### src/rtl/pc_sequencer_pkg.sv
// Shared core definitions for the PC sequencer: address width, FSM states
// and the next-PC select encoding used by decode.
package pc_sequencer_pkg;

    localparam int unsigned AW = 4;

    typedef enum logic [1:0] {
        RUN  = 2'd0,
        HALT = 2'd1,
        STEP = 2'd2
    } seq_state_t;

    typedef enum logic [1:0] {
        SEL_HOLD   = 2'd0,
        SEL_RET    = 2'd1,
        SEL_TARGET = 2'd2,
        SEL_SEQ    = 2'd3
    } npc_sel_t;

endpackage

### src/rtl/pc_sequencer_ras_stack.sv
// Circular return-address LIFO; a push when full silently replaces the oldest entry.
module ras_stack #(
    parameter int unsigned AW    = 4,
    parameter int unsigned DEPTH = 4,
    parameter int unsigned DW    = $clog2(DEPTH) + 1
) (
    input  logic          clk,
    input  logic          reset_n,
    input  logic          push,
    input  logic          pop,
    input  logic [AW-1:0] push_data,
    output logic [AW-1:0] top_c,
    output logic          full_c,
    output logic          empty_c,
    output logic          ovf_c,
    output logic          unf_c,
    output logic [DW-1:0] depth
);

    localparam int unsigned PW = $clog2(DEPTH);

    logic [AW-1:0] mem [DEPTH];
    logic [PW-1:0] wr_ptr;

    assign full_c  = (depth == DW'(DEPTH));
    assign empty_c = (depth == '0);
    assign top_c   = mem[wr_ptr - PW'(1)];
    assign ovf_c   = push && !pop && full_c;
    assign unf_c   = pop && empty_c;

    // Pointer and occupancy; pop takes precedence if both are requested.
    always_ff @(posedge clk) begin
        if (!reset_n) begin
            wr_ptr <= '0;
            depth  <= '0;
        end else if (pop) begin
            if (!empty_c) begin
                wr_ptr <= wr_ptr - PW'(1);
                depth  <= depth - DW'(1);
            end
        end else if (push) begin
            wr_ptr <= wr_ptr + PW'(1);
            if (!full_c) begin
                depth <= depth + DW'(1);
            end
        end
    end

    always_ff @(posedge clk) begin
        if (reset_n && push && !pop) begin
            mem[wr_ptr] <= push_data;
        end
    end

endmodule

### src/rtl/pc_sequencer.sv
// Next-PC controller: priority redirect mux, return-address stack and
// RUN/HALT/STEP debug state machine.
module pc_sequencer
    import pc_sequencer_pkg::*;
#(
    parameter int unsigned AW    = pc_sequencer_pkg::AW,
    parameter int unsigned DEPTH = 4
) (
    input  logic                     clk,
    input  logic                     reset_n,
    input  logic [AW-1:0]            pc_in,
    input  logic                     branch_taken,
    input  logic                     jump,
    input  logic [AW-1:0]            target,
    input  logic                     call,
    input  logic                     ret,
    input  logic                     stall,
    input  logic                     halt_req,
    input  logic                     resume,
    input  logic                     step,
    output logic [AW-1:0]            next_pc,
    output logic                     redirect,
    output logic                     wrap,
    output logic                     halted,
    output logic [$clog2(DEPTH):0]   depth,
    output logic                     ovf_err,
    output logic                     unf_err
);

    localparam int unsigned DW = $clog2(DEPTH) + 1;

    seq_state_t    state;
    npc_sel_t      sel;
    logic          active;
    logic          push;
    logic          pop;
    logic [AW-1:0] pc_inc;
    logic [AW-1:0] ras_top;
    logic          ras_full;
    logic          ras_empty;
    logic          ras_ovf;
    logic          ras_unf;

    assign active = (state != HALT);
    assign pc_inc = pc_in + AW'(1);
    assign pop    = reset_n && active && !stall && ret;
    assign push   = reset_n && active && !stall && !ret && call;

    ras_stack #(
        .AW    (AW),
        .DEPTH (DEPTH),
        .DW    (DW)
    ) u_ras (
        .clk       (clk),
        .reset_n   (reset_n),
        .push      (push),
        .pop       (pop),
        .push_data (pc_inc),
        .top_c     (ras_top),
        .full_c    (ras_full),
        .empty_c   (ras_empty),
        .ovf_c     (ras_ovf),
        .unf_c     (ras_unf),
        .depth     (depth)
    );

    // Priority select; a ret on an empty stack falls through to sequential.
    always_comb begin
        sel = SEL_SEQ;
        if (!active || stall) begin
            sel = SEL_HOLD;
        end else if (ret) begin
            sel = ras_empty ? SEL_SEQ : SEL_RET;
        end else if (call || jump || branch_taken) begin
            sel = SEL_TARGET;
        end
    end

    always_comb begin
        next_pc  = '0;
        redirect = 1'b0;
        wrap     = 1'b0;
        if (reset_n) begin
            unique case (sel)
                SEL_HOLD:   next_pc = pc_in;
                SEL_RET:    next_pc = ras_top;
                SEL_TARGET: next_pc = target;
                default:    next_pc = pc_inc;
            endcase
            redirect = (sel == SEL_RET) || (sel == SEL_TARGET);
            wrap     = (sel == SEL_SEQ) && (pc_in == {AW{1'b1}});
        end
    end

    // Debug FSM with registered halted decode and sticky stack error flags.
    always_ff @(posedge clk) begin
        if (!reset_n) begin
            state   <= RUN;
            halted  <= 1'b0;
            ovf_err <= 1'b0;
            unf_err <= 1'b0;
        end else begin
            unique case (state)
                RUN: begin
                    if (halt_req) begin
                        state  <= HALT;
                        halted <= 1'b1;
                    end
                end
                HALT: begin
                    if (resume) begin
                        state  <= RUN;
                        halted <= 1'b0;
                    end else if (step) begin
                        state  <= STEP;
                        halted <= 1'b0;
                    end
                end
                STEP: begin
                    state  <= HALT;
                    halted <= 1'b1;
                end
                default: begin
                    state  <= RUN;
                    halted <= 1'b0;
                end
            endcase
            if (ras_ovf) ovf_err <= 1'b1;
            if (ras_unf) unf_err <= 1'b1;
        end
    end

    logic unused_full;
    assign unused_full = ras_full;

endmodule

### config.mk
export PLATFORM = sky130hd
export DESIGN_NAME = pc_sequencer
export DESIGN_NICKNAME = d
export VERILOG_FILES = /design/src/rtl/pc_sequencer_pkg.sv /design/src/rtl/pc_sequencer_ras_stack.sv /design/src/rtl/pc_sequencer.sv
export SDC_FILE = /design/constraint.sdc
export NUM_CORES = 1
export LEC_CHECK = 0
export CAP_MARGIN = 15
export CORE_AREA = 2 2 59 61
export DETAILED_ROUTE_END_ITERATION = 8
export DIE_AREA = 0 0 61 63
export GPL_TIMING_DRIVEN = 0
export PLACE_DENSITY = 0.8
export REMOVE_ABC_BUFFERS = 1
export SKIP_CTS_REPAIR_TIMING = 1
export SYNTH_ARGS = -nofsm -noshare
export SYNTH_HDL_FRONTEND = slang
export SYNTH_SLANG_ARGS = --single-unit
### constraint.sdc
create_clock -name clk -period 2.5 [get_ports clk]
set_input_delay 0.75 -clock clk [delete_from_list [all_inputs] [get_ports clk]]
set_output_delay 0.75 -clock clk [all_outputs]
set_load 0.01 [all_outputs]
Word-level counts from Yosys, hierarchy flattened
Memory sizes are Yosys's and may differ from the RTL's.
Cells that the tools add are included.
- RAM bits: 16
- logic and storage cells: 75
- memory bits (read-only): 0
- memories: 1
- register bits after elaboration: 10
- bits in latches: 0
- output and inout bits: 12
- memory list (name ; depth ; width ; rd ports ; clocked after memory_dff ; wr ports ; line ; source):
    u_ras.mem ; 4 ; 4 ; 1 ; 0 ; 1 ; pc_sequencer_ras_stack.sv:22 ; logic [AW-1:0] mem [DEPTH];
- bitwise logic cells: 0
- div/mod/pow operators: 0
- $add $sub $neg: 5
- reduce and logical (&&, ||, !) cells: 26
- multiply operators: 0
- $lt $le $gt $ge: 0
- eq/ne operators: 12
- multiplexer cells: 25
- shift operators: 0
- operator list (operator ; number):
    $mux W2 ; 9
    $mux W3 ; 4
    $pmux W4 S3 ; 1
    $logic_and A1 B1 Y1 ; 11
    $mux W1 ; 8
    $eq A2 B2 Y1 const B ; 3
    $pmux W2 S3 ; 1
    $add A4 B1 Y4 const B ; 1
    $eq A2 B1 Y1 const B ; 2
    $eq A4 B4 Y1 const B ; 1
    $logic_not A1 Y1 ; 4
    $logic_not A2 Y1 ; 2
    $logic_or A1 B1 Y1 ; 4
    $mux W4 ; 1
    $ne A2 B1 Y1 const B ; 2
    $ne A2 B2 Y1 const B ; 2
    $reduce_and A2 Y1 ; 2
    $add A3 B1 Y3 const B ; 1
    $eq A3 B3 Y1 const B ; 1
    $logic_not A3 Y1 ; 1
    $ne A3 B3 Y1 const B ; 1
    $pmux W1 S3 ; 1
    $reduce_and A3 Y1 ; 1
    $sub A3 B1 Y3 const B ; 1
    3 further kinds ; 3

Longest topological paths before layout
Gate-level depths: netlist of the first run.
- word-level depth: 9
- depth in mapped cells: 8
- mapped depth without buffers: 8

Cells and area by module
From an unflattened synthesis of the first run, not the netlist that was laid out.
- cells, all modules: 120
- area, all modules: 1400.1 µm²
- modules (own cells, without submodules) (module ; area an instance (µm²) ; cells each ; instances):
    ras_stack ; 988.4 ; 69 ; 1
    pc_sequencer ; 411.6 ; 51 ; 1

Worst setup path after synthesis of the first run
OpenSTA, ideal clock, no wires.
- kind: input -> output
- from: input pc_in[0]
- to: output next_pc[2]
- data arrival time: 1.731 ns
- required time: 1.750 ns
- slack: 0.019 ns
- buffers on the path: 0
- cell stages on the path: 4
- path through: ha_1 > xor2_1 > o21ai_0 > nor4_1
- longest elaborated chain between the ends: 3
- ends and longest elaborated chain (element ; line ; source):
    start: declaration ; pc_sequencer.sv:11 ; input logic [AW-1:0] pc_in,
    $add A4 B1 Y4 ; pc_sequencer.sv:45 ; assign pc_inc = pc_in + AW'(1);
    via pc_inc[2] ; pc_sequencer.sv:37 ; logic [AW-1:0] pc_inc;
    $pmux W4 S3 ; pc_sequencer.sv:84 ; unique case (sel)
    $mux W4 ; pc_sequencer.sv:83 ; if (reset_n) begin
    end: declaration ; pc_sequencer.sv:21 ; output logic [AW-1:0] next_pc,
The timed path passes the listed nets, and every way through them passes these cells.

Worst setup path after layout of the first run
- from: input target[3]
- to: output next_pc[3]
- longest elaborated chain between the ends: 2
- ends and longest elaborated chain (element ; line ; source):
    start: declaration ; pc_sequencer.sv:14 ; input logic [AW-1:0] target,
    $pmux W4 S3 ; pc_sequencer.sv:84 ;
    $mux W4 ; pc_sequencer.sv:83 ;
No other way between the ends.

==> results.yml, run 1 <==
place:
  placed_area_um2: 1723
  place_ws_ns: -1.322
  place_hpwl_um: 2506
  routabilityCongestion: 0.8073
  portBuffers: 29
drt:
  firstDrtPassIters: 4
  drtIter0Drc: 84
  dr_total_vias: 1223
  antenna_left: 0
  drc_errors: 0
  wl_um: 3963
  wl_per_cell_um: 18.43
  via_per_inst: 5.688
setup_path:
  critPathCaptureType: "primary output"
  crit_buf_inv: 2
  timing.rr.start: "state[0]"
  reg2reg_to: "u_ras.depth[2]"
  reg2regPathDepth: 8
  slowest_delay_ns: 0.52
  worstPathCellList: "clkdlybuf4s50_1 -> o41ai_1 -> nor3_2 -> clkbuf_2"
  crit_arrival_ns: 1.91
  required_ns: 1.75
  path_max_fanout: 1
  start_kind: "input port"
  r2r_slack_ns: 0.20
  path_class: "in -> out"
  slowest_stage: "o41ai_1"
  crit_family: "buffers and inverters"
sta:
  period_minus_slack_ns: 2.655
  fmax_mhz: 376.6
  grt_setup_unrepaired: "true"
  period_share: 1.062
  finalSetupViolations: 4
  hold_viol: 0
  whs_ns: 0.5139
  slew_headroom: 0.6652
  worstMarginPinSlew_ns: 0.4957
  worst_slack_ns: -0.1554
  maxSlewViolCount: 0
  clock_skew_ns: 0.004657
clock_tree:
  cts_buffer_depth: 2
  clock_sinks: 26
  path_clk_slew_ns: 0.14
  tritoncts: "built"
  numCtsBuffers: 3
  cts_htree_levels: 1
  root_buffer: "clkbuf_4"
  clock_latency_ns: 0.33
outcome:
  violations: "setup timing"
  status: "finished with violations"
worst_hold_path:
  hp-start: "state[1]"
  min_path_cells: 1
  hold_path_end: "state[1]"
  min_path_type: "reg -> reg"
power_and_ir_drop:
  p_per_area_nw_per_um2: 451.9
  seq_power_share: 0.533
  combPwrFrac: 0.252
  clockPowerShare: 0.215
  netSwitchingFraction: 0.2838
  power_switching_uw: 254.7
  max-vdd-ir-drop_mv: 0.1790
  power.internal_uw: 642.7
  p_total_uw: 897.3
  p_leak_uw: 0.0007549
global_route:
  grt_max_degree: 16
  grt_pass1_wl_um: 5264
  antenna_found_initial: 0
  grt_overflow: 0
  grtUsageTotal: 0.1827
  grt_pass1_vias: 1133
synthesis:
  synth-main-ff-cell: "edfxtp_1"
  synth_cell_type_count: 41
  synth-edff-count: 16
  synthCells: 123
  async_flop_share: 0
  synth_seq_cells: 26
  seq_area_frac_synth: 0.4901
  syn_avg_cell_area_um2: 11.29
  netlist_area_um2: 1389
  yosysWarningCount: 0
cells_and_area:
  finalInstanceArea_um2: 1986
  diodes: 0
  final_common_cell: "buf_4"
  final_cell_mix: "17 x buf_4, 16 x edfxtp_1, 13 x clkdlybuf4s50_1, 12 x nor2_1"
  area_growth_pct: 42.97
  filler_cell_count: 245
  fin_nets: 194
  drive_above_1_share: 0.4260
die:
  die_w_um: 61
  die_y_um: 63
  pin_count: 30
  die_area_um2: 3843
  initial_utilization: 0.4297
  core_um2: 3232
  rows: 21
run:
  cap_violations: 0
cells in the mapped netlist (2+ instances only):
library cell  instances  area [µm²]
dfxtp_1              10       200.2
nor4b_2               2       30.03
inv_1                 9       33.78
nand2_1               3       11.26
nor3_1                5       25.02
edfxtp_1             16       480.5
a21oi_1               4       20.02
a311oi_1              2       17.52
o21ai_0               3       15.01
nand2b_1              2       12.51
nor4_1                7       43.79
o22ai_1               2       12.51
xnor2_1               2       17.52
nand3_1               4       20.02
mux4_2                4       90.09
ha_1                  5       62.56
and2_1                4       25.02
and3_1                2       12.51
nor2_1               15       56.30
cells by family after synthesis:
family                     Yosys count  share of synthesized area
AOI/OAI and AO/OA                   21                     0.1126
xor gates and xnor gates             3                    0.01892
adders and majority gates            6                    0.05946
buffers and inverters               12                    0.03422
and+or+nand+nor                     50                     0.2126
DFF                                 26                     0.4901
muxes                                5                    0.07207
registers in the layout, summed over array words and instances, names as in the netlist:
| register | count |
|---|---|
| u_ras.mem | 16 |
| u_ras.depth | 3 |
| state | 2 |
| u_ras.wr_ptr | 2 |
| halted | 1 |
| ovf_err | 1 |
| unf_err | 1 |
worst max path at each step:
stage,cells after the start,end,slack [ns],from
after floorplan,4,next_pc[2],0.02,pc_in[0]
after global placement,6,next_pc[2],-1.21,ret
after detailed placement,6,next_pc[2],-1.32,ret
after CTS,6,next_pc[2],-1.32,ret
after global routing,4,next_pc[3],-0.19,target[3]
final,4,next_pc[3],-0.16,target[3]
power by group through the flow:
| stage | Sequential (µW) | Clock, µW | Combinational [µW] |
|---|---|---|---|
| floorplan | 488 | 0 | 86.5 |
| global placement | 487 | 0 | 162 |
| detailed placement | 489 | 0 | 169 |
| CTS | 479 | 186 | 170 |
| global route | 479 | 211 | 242 |
| finish | 478 | 193 | 226 |
layer usage:
metal,routed length [µm],vias up,global-route usage
li1,-,561,-
met1,1544,597,0.2320
met2,2091,53,0.2944
met3,220,12,0.02484
met4,107,0,0.09511
met5,0,-,0
final cells by class:
type                    instances  area, µm²  area share
well taps                      46      57.56     0.02899
repair buffers                 45      377.9      0.1903
inverters                       9      38.79     0.01953
flip-flops and latches         26      696.9      0.3510
clock buffers                   4      26.28     0.01323
multi-input cells              85      788.3      0.3970
stage by stage:
step,std cells,utilization,setup TNS [ns]
CTS,199,0.5412,-7.417
global route,215,0.6144,-0.5376
floorplan,120,-,0
detailed placement,195,0.5331,-10.77
global placement,195,0.5331,-9.862
finish,215,0.6144,-0.3179
No activity file was read; power rests on OpenSTA's default activity.
==> run 2: changes to the inputs <==
--- a/config.mk
+++ b/config.mk
@@ -6,11 +6,13 @@
 export NUM_CORES = 1
 export LEC_CHECK = 0
 export CAP_MARGIN = 15
-export CORE_AREA = 2 2 59 61
+export CELL_PAD_IN_SITES_DETAIL_PLACEMENT = 0
+export CELL_PAD_IN_SITES_GLOBAL_PLACEMENT = 2
+export CORE_AREA = 2 2 69 71
 export DETAILED_ROUTE_END_ITERATION = 8
-export DIE_AREA = 0 0 61 63
+export DIE_AREA = 0 0 71 73
 export GPL_TIMING_DRIVEN = 0
-export PLACE_DENSITY = 0.8
+export PLACE_DENSITY = 0.87
 export REMOVE_ABC_BUFFERS = 1
 export SKIP_CTS_REPAIR_TIMING = 1
 export SYNTH_ARGS = -nofsm -noshare
==> results.yml, run 2 (same netlist as run 1, synthesis figures left out) <==
worst_hold_path:
  hold_path_end: "state[1]"
  min_path_type: "reg -> reg"
  min_path_cells: 2
  hp-start: "state[0]"
setup_path:
  crit_arrival_ns: 1.84
  reg2regPathDepth: 8
  start_kind: "input port"
  r2r_slack_ns: 0.23
  slowest_stage: "or4b_4"
  required_ns: 1.75
  path_class: "in -> out"
  timing.rr.start: "state[0]"
  reg2reg_to: "u_ras.depth[2]"
  crit_buf_inv: 2
  critPathCaptureType: "primary output"
  crit_family: "simple AND/OR/NAND/NOR gates"
  path_max_fanout: 4
  slowest_delay_ns: 0.59
  worstPathCellList: "buf_6 -> or4b_4 -> o21ai_2 -> nor4_2 -> buf_2"
cells_and_area:
  final_cell_mix: "16 x edfxtp_1, 13 x nor2_1, 13 x clkdlybuf4s50_1, 11 x buf_4, 7 x inv_1"
  stdcell_count: 219
  area_growth_pct: 47.39
  diodes: 0
  reg_top3: "u_ras.mem (16), u_ras.depth (3)"
  final_common_cell: "edfxtp_1"
  drive_above_1_share: 0.4121
  top_register: "u_ras.mem"
  fin_nets: 190
  largest_reg_flops: 16
power_and_ir_drop:
  max-vdd-ir-drop_mv: 0.3364
  p_leak_uw: 0.0007526
  power.internal_uw: 792.7
  seq_power_share: 0.458
  power_switching_uw: 251.7
  combPwrFrac: 0.211
  netSwitchingFraction: 0.2410
  p_per_area_nw_per_um2: 510.2
  clockPowerShare: 0.331
  p_total_uw: 1044
sta:
  hold_viol: 0
  clock_skew_ns: 0.003232
  grt_setup_unrepaired: "true"
  finalSetupViolations: 5
  period_minus_slack_ns: 2.588
  period_share: 1.035
  whs_ns: 0.5057
  worst_slack_ns: -0.08773
  fmax_mhz: 386.4
  maxSlewViolCount: 0
  worstMarginPinSlew_ns: 0.4761
  slew_headroom: 0.6818
drt:
  via_per_inst: 5.210
  drc_errors: 0
  firstDrtPassIters: 4
  wl_um: 3449
  antenna_left: 0
  drtIter0Drc: 47
  wl_per_cell_um: 15.75
  dr_total_vias: 1141
global_route:
  grt_overflow: 0
  grt_pass1_wl_um: 5313
  grt_pass1_vias: 1103
  antenna_found_initial: 0
  grtUsageTotal: 0.1313
  grt_max_degree: 16
clock_tree:
  path_clk_slew_ns: 0.09
  cts_buffer_depth: 2
  clock_latency_ns: 0.27
  root_buffer: "clkbuf_8"
  cts_htree_levels: 1
  numCtsBuffers: 3
  clock_sinks: 26
  tritoncts: "built"
outcome:
  status: "finished with violations"
  violations: "setup timing"
place:
  routabilityCongestion: 0.7738
  place_hpwl_um: 2531
  place_ws_ns: -1.286
  dp.cells: 203
  portBuffers: 29
die:
  die_w_um: 71
  die_area_um2: 5183
  initial_utilization: 0.3062
  rows: 25
  core_um2: 4536
  pin_count: 30
  die_y_um: 73
run:
  cap_violations: 0
[run 2: worst min-delay path: stages, from the launching register on]
cell and delay [ns]:
dfxtp_2 0.36, nand3_1 0.07, nor3_1 0.04
[run 2: final cells by class]
type,count,area [µm²]
Fill cell,417,2489
Multi-Input combinational cell,85,817.0
Sequential cell,26,691.9
Timing Repair Buffer,41,357.8
Tap cell,54,67.56
Clock buffer,3,41.29
Inverter,9,41.29
Clock inverter,1,30.03
[run 2: stage by stage]
step	instance area, µm²	util	TNS [ns]
after floorplan	1375	-	0
after global placement	1733	0.3821	-11.80
after detailed placement	1733	0.3821	-12.34
after CTS	1804	0.3978	-7.648
after global routing	2047	0.4513	-0.4389
final	2047	0.4513	-0.2046
[run 2: how the worst max path moves through the flow]
| stage | depth (start not counted) | start | slack [ns] | to |
|---|---|---|---|---|
| floorplan | 4 | pc_in[0] | 0.02 | next_pc[2] |
| detailed placement | 6 | ret | -1.29 | next_pc[1] |
| finish | 5 | stall | -0.09 | next_pc[0] |
| global route | 6 | u_ras.wr_ptr[0] | -0.14 | next_pc[0] |
| CTS | 6 | ret | -1.30 | next_pc[1] |
| global placement | 6 | ret | -1.23 | next_pc[0] |
[run 2: power by group through the flow]
stage / clock network [µW] / logic, µW / registers [µW]
2_1_floorplan: 0 / 86.5 / 488
3_3_place_gp: 0 / 167 / 488
3_5_place_dp: 0 / 171 / 488
4_1_cts: 349 / 172 / 479
5_1_grt: 371 / 239 / 479
6_report: 346 / 221 / 478
[run 2: metal layers]
layer  wire [µm]  global-route usage  up-vias
met1        1484              0.1644      562
met5           0                   0        -
met2        1821              0.2347       21
li1            -                   -      552
met3          91             0.02901        6
met4          52             0.02516        0
==> run 3: changes to the inputs <==
--- a/config.mk
+++ b/config.mk
@@ -8,13 +8,14 @@
 export CAP_MARGIN = 15
 export CELL_PAD_IN_SITES_DETAIL_PLACEMENT = 0
 export CELL_PAD_IN_SITES_GLOBAL_PLACEMENT = 2
-export CORE_AREA = 2 2 69 71
+export CORE_AREA = 2 2 67 69
 export DETAILED_ROUTE_END_ITERATION = 8
-export DIE_AREA = 0 0 71 73
+export DIE_AREA = 0 0 69 71
 export GPL_TIMING_DRIVEN = 0
-export PLACE_DENSITY = 0.87
+export PLACE_DENSITY = 0.91
 export REMOVE_ABC_BUFFERS = 1
 export SKIP_CTS_REPAIR_TIMING = 1
+export SKIP_LAST_GASP = 1
 export SYNTH_ARGS = -nofsm -noshare
 export SYNTH_HDL_FRONTEND = slang
 export SYNTH_SLANG_ARGS = --single-unit
==> constraint.sdc (replaced) <==
create_clock -name clk -period 3.1 [get_ports clk]
set_input_delay 0.93 -clock clk [delete_from_list [all_inputs] [get_ports clk]]
set_output_delay 0.93 -clock clk [all_outputs]
set_load 0.01 [all_outputs]
==> results.yml, run 3 (same netlist as run 1, synthesis figures left out) <==
power_and_ir_drop:
  clockPowerShare: 0.267
  max-vdd-ir-drop_mv: 0.1600
  seq_power_share: 0.527
  combPwrFrac: 0.206
  power_switching_uw: 190.4
  p_per_area_nw_per_um2: 387.7
  netSwitchingFraction: 0.2603
  p_leak_uw: 0.0007519
  power.internal_uw: 541.1
cells_and_area:
  largest_reg_flops: 16
  stdcell_count: 212
  top_register: "u_ras.mem"
  final_common_cell: "edfxtp_1"
  reg_top3: "u_ras.mem (16), u_ras.depth (3)"
  fin_nets: 185
  drive_above_1_share: 0.2375
  area_growth_pct: 35.86
  diodes: 0
  final_cell_mix: "16 x edfxtp_1, 15 x nor2_1, 14 x clkdlybuf4s50_1"
sta:
  worstMarginPinSlew_ns: 0.4522
  period_share: 0.9739
  hold_viol: 0
  grt_setup_unrepaired: "false"
  slew_headroom: 0.6978
  fmax_mhz: 331.2
  maxSlewViolCount: 0
  worst_slack_ns: 0.08092
  finalSetupViolations: 0
  clock_skew_ns: 0.003392
  period_minus_slack_ns: 3.019
setup_path:
  reg2reg_to: "u_ras.depth[2]"
  worstSetupEndpoint: "next_pc[3]"
  crit_arrival_ns: 2.09
  r2r_slack_ns: 0.92
  reg2regPathDepth: 8
  start_kind: "input port"
  required_ns: 2.17
  path_max_fanout: 15
  path_class: "in -> out"
  critPathCaptureType: "primary output"
  startpoint: "ret"
  timing.rr.start: "state[1]"
die:
  initial_utilization: 0.3304
  die_y_um: 71
  core_um2: 4204
  die_area_um2: 4899
  pin_count: 30
  die_w_um: 69
  rows: 24
drt:
  drc_errors: 0
  antenna_left: 0
  wl_per_cell_um: 15.75
  drtIter0Drc: 65
  firstDrtPassIters: 4
  wl_um: 3340
  dr_total_vias: 1139
  via_per_inst: 5.373
clock_tree:
  tritoncts: "built"
  numCtsBuffers: 3
  path_clk_slew_ns: 0.09
  root_buffer: "clkbuf_8"
  clock_sinks: 26
  clock_latency_ns: 0.27
  cts_htree_levels: 1
  cts_buffer_depth: 2
place:
  place_ws_ns: -1.083
  routabilityCongestion: 0.8146
  place_hpwl_um: 2515
  dp.cells: 201
  portBuffers: 29
global_route:
  antenna_found_initial: 0
  grt_pass1_vias: 1066
  grtUsageTotal: 0.1359
  grt_pass1_wl_um: 5244
  grt_max_degree: 16
  grt_overflow: 0
worst_hold_path:
  min_path_type: "reg -> reg"
outcome:
  status: "finished, final reports clean"
run:
  cap_violations: 0
[run 3: changes by cell type in the layout (fill, tap and decap cells not counted), sizes merged]
cell           delta
clkinv            +1
dlymetal6s2s      +5
clkinvlp          -2
bufinv            -1
inv               +2
clkdlybuf4s50     +1
buf              -11
[run 3: worst min-delay path by stage]
stage                    end  cells after the start  slack, ns  startpoint
finish               unf_err                      2       0.49     unf_err
global route         ovf_err                      2       0.53     ovf_err
floorplan           state[1]                      2       0.48    state[0]
global placement     ovf_err                      2       0.46     ovf_err
detailed placement   ovf_err                      2       0.48     ovf_err
CTS                  ovf_err                      2       0.50     ovf_err
[run 3: area by class of cell]
class | instances | area, µm²
Sequential cell | 26 | 684.4
Tap cell | 52 | 65.06
Timing Repair Buffer | 36 | 337.8
Clock inverter | 1 | 3.754
Clock buffer | 3 | 41.29
Fill cell | 394 | 2317
Multi-Input combinational cell | 85 | 720.7
Inverter | 9 | 33.78
[run 3: critical path, stage by stage]
cell	delay, ns
buf_4	0.17
nor4_4	0.29
o211ai_2	0.13
buf_4	0.16
buf_4	0.13
nor2_1	0.07
nor3_1	0.06
clkbuf_2	0.14
[run 3: layer usage]
metal  vias up  GRT usage  share of wire
li1        541          -              -
met4         0    0.06536          0.019
met3         7    0.02137          0.049
met1       552     0.1599           0.42
met2        39     0.2425           0.51
met5         -          0              0
[run 3: power groups by stage]
stage	sequential, µW	clock, µW	combinational (µW)
detailed placement	394	0	137
global route	387	211	163
finish	386	195	151
CTS	386	202	138
floorplan	393	0	69.8
global placement	393	0	133
[run 3: stage by stage]
| stage | instance area [µm²] | util | TNS (ns) | hold slack [ns] | power, µW |
|---|---|---|---|---|---|
| 3_3_place_gp | 1730 | 0.4116 | -5.758 | 0.4559 | 525.5 |
| 2_1_floorplan | 1375 | - | 0 | 0.4786 | 463.0 |
| 6_report | 1887 | 0.4488 | 0 | 0.4937 | 731.6 |
| 3_5_place_dp | 1730 | 0.4116 | -6.045 | 0.4815 | 530.8 |
| 4_1_cts | 1775 | 0.4223 | -5.827 | 0.5030 | 725.1 |
| 5_1_grt | 1887 | 0.4488 | 0 | 0.5285 | 761.6 |
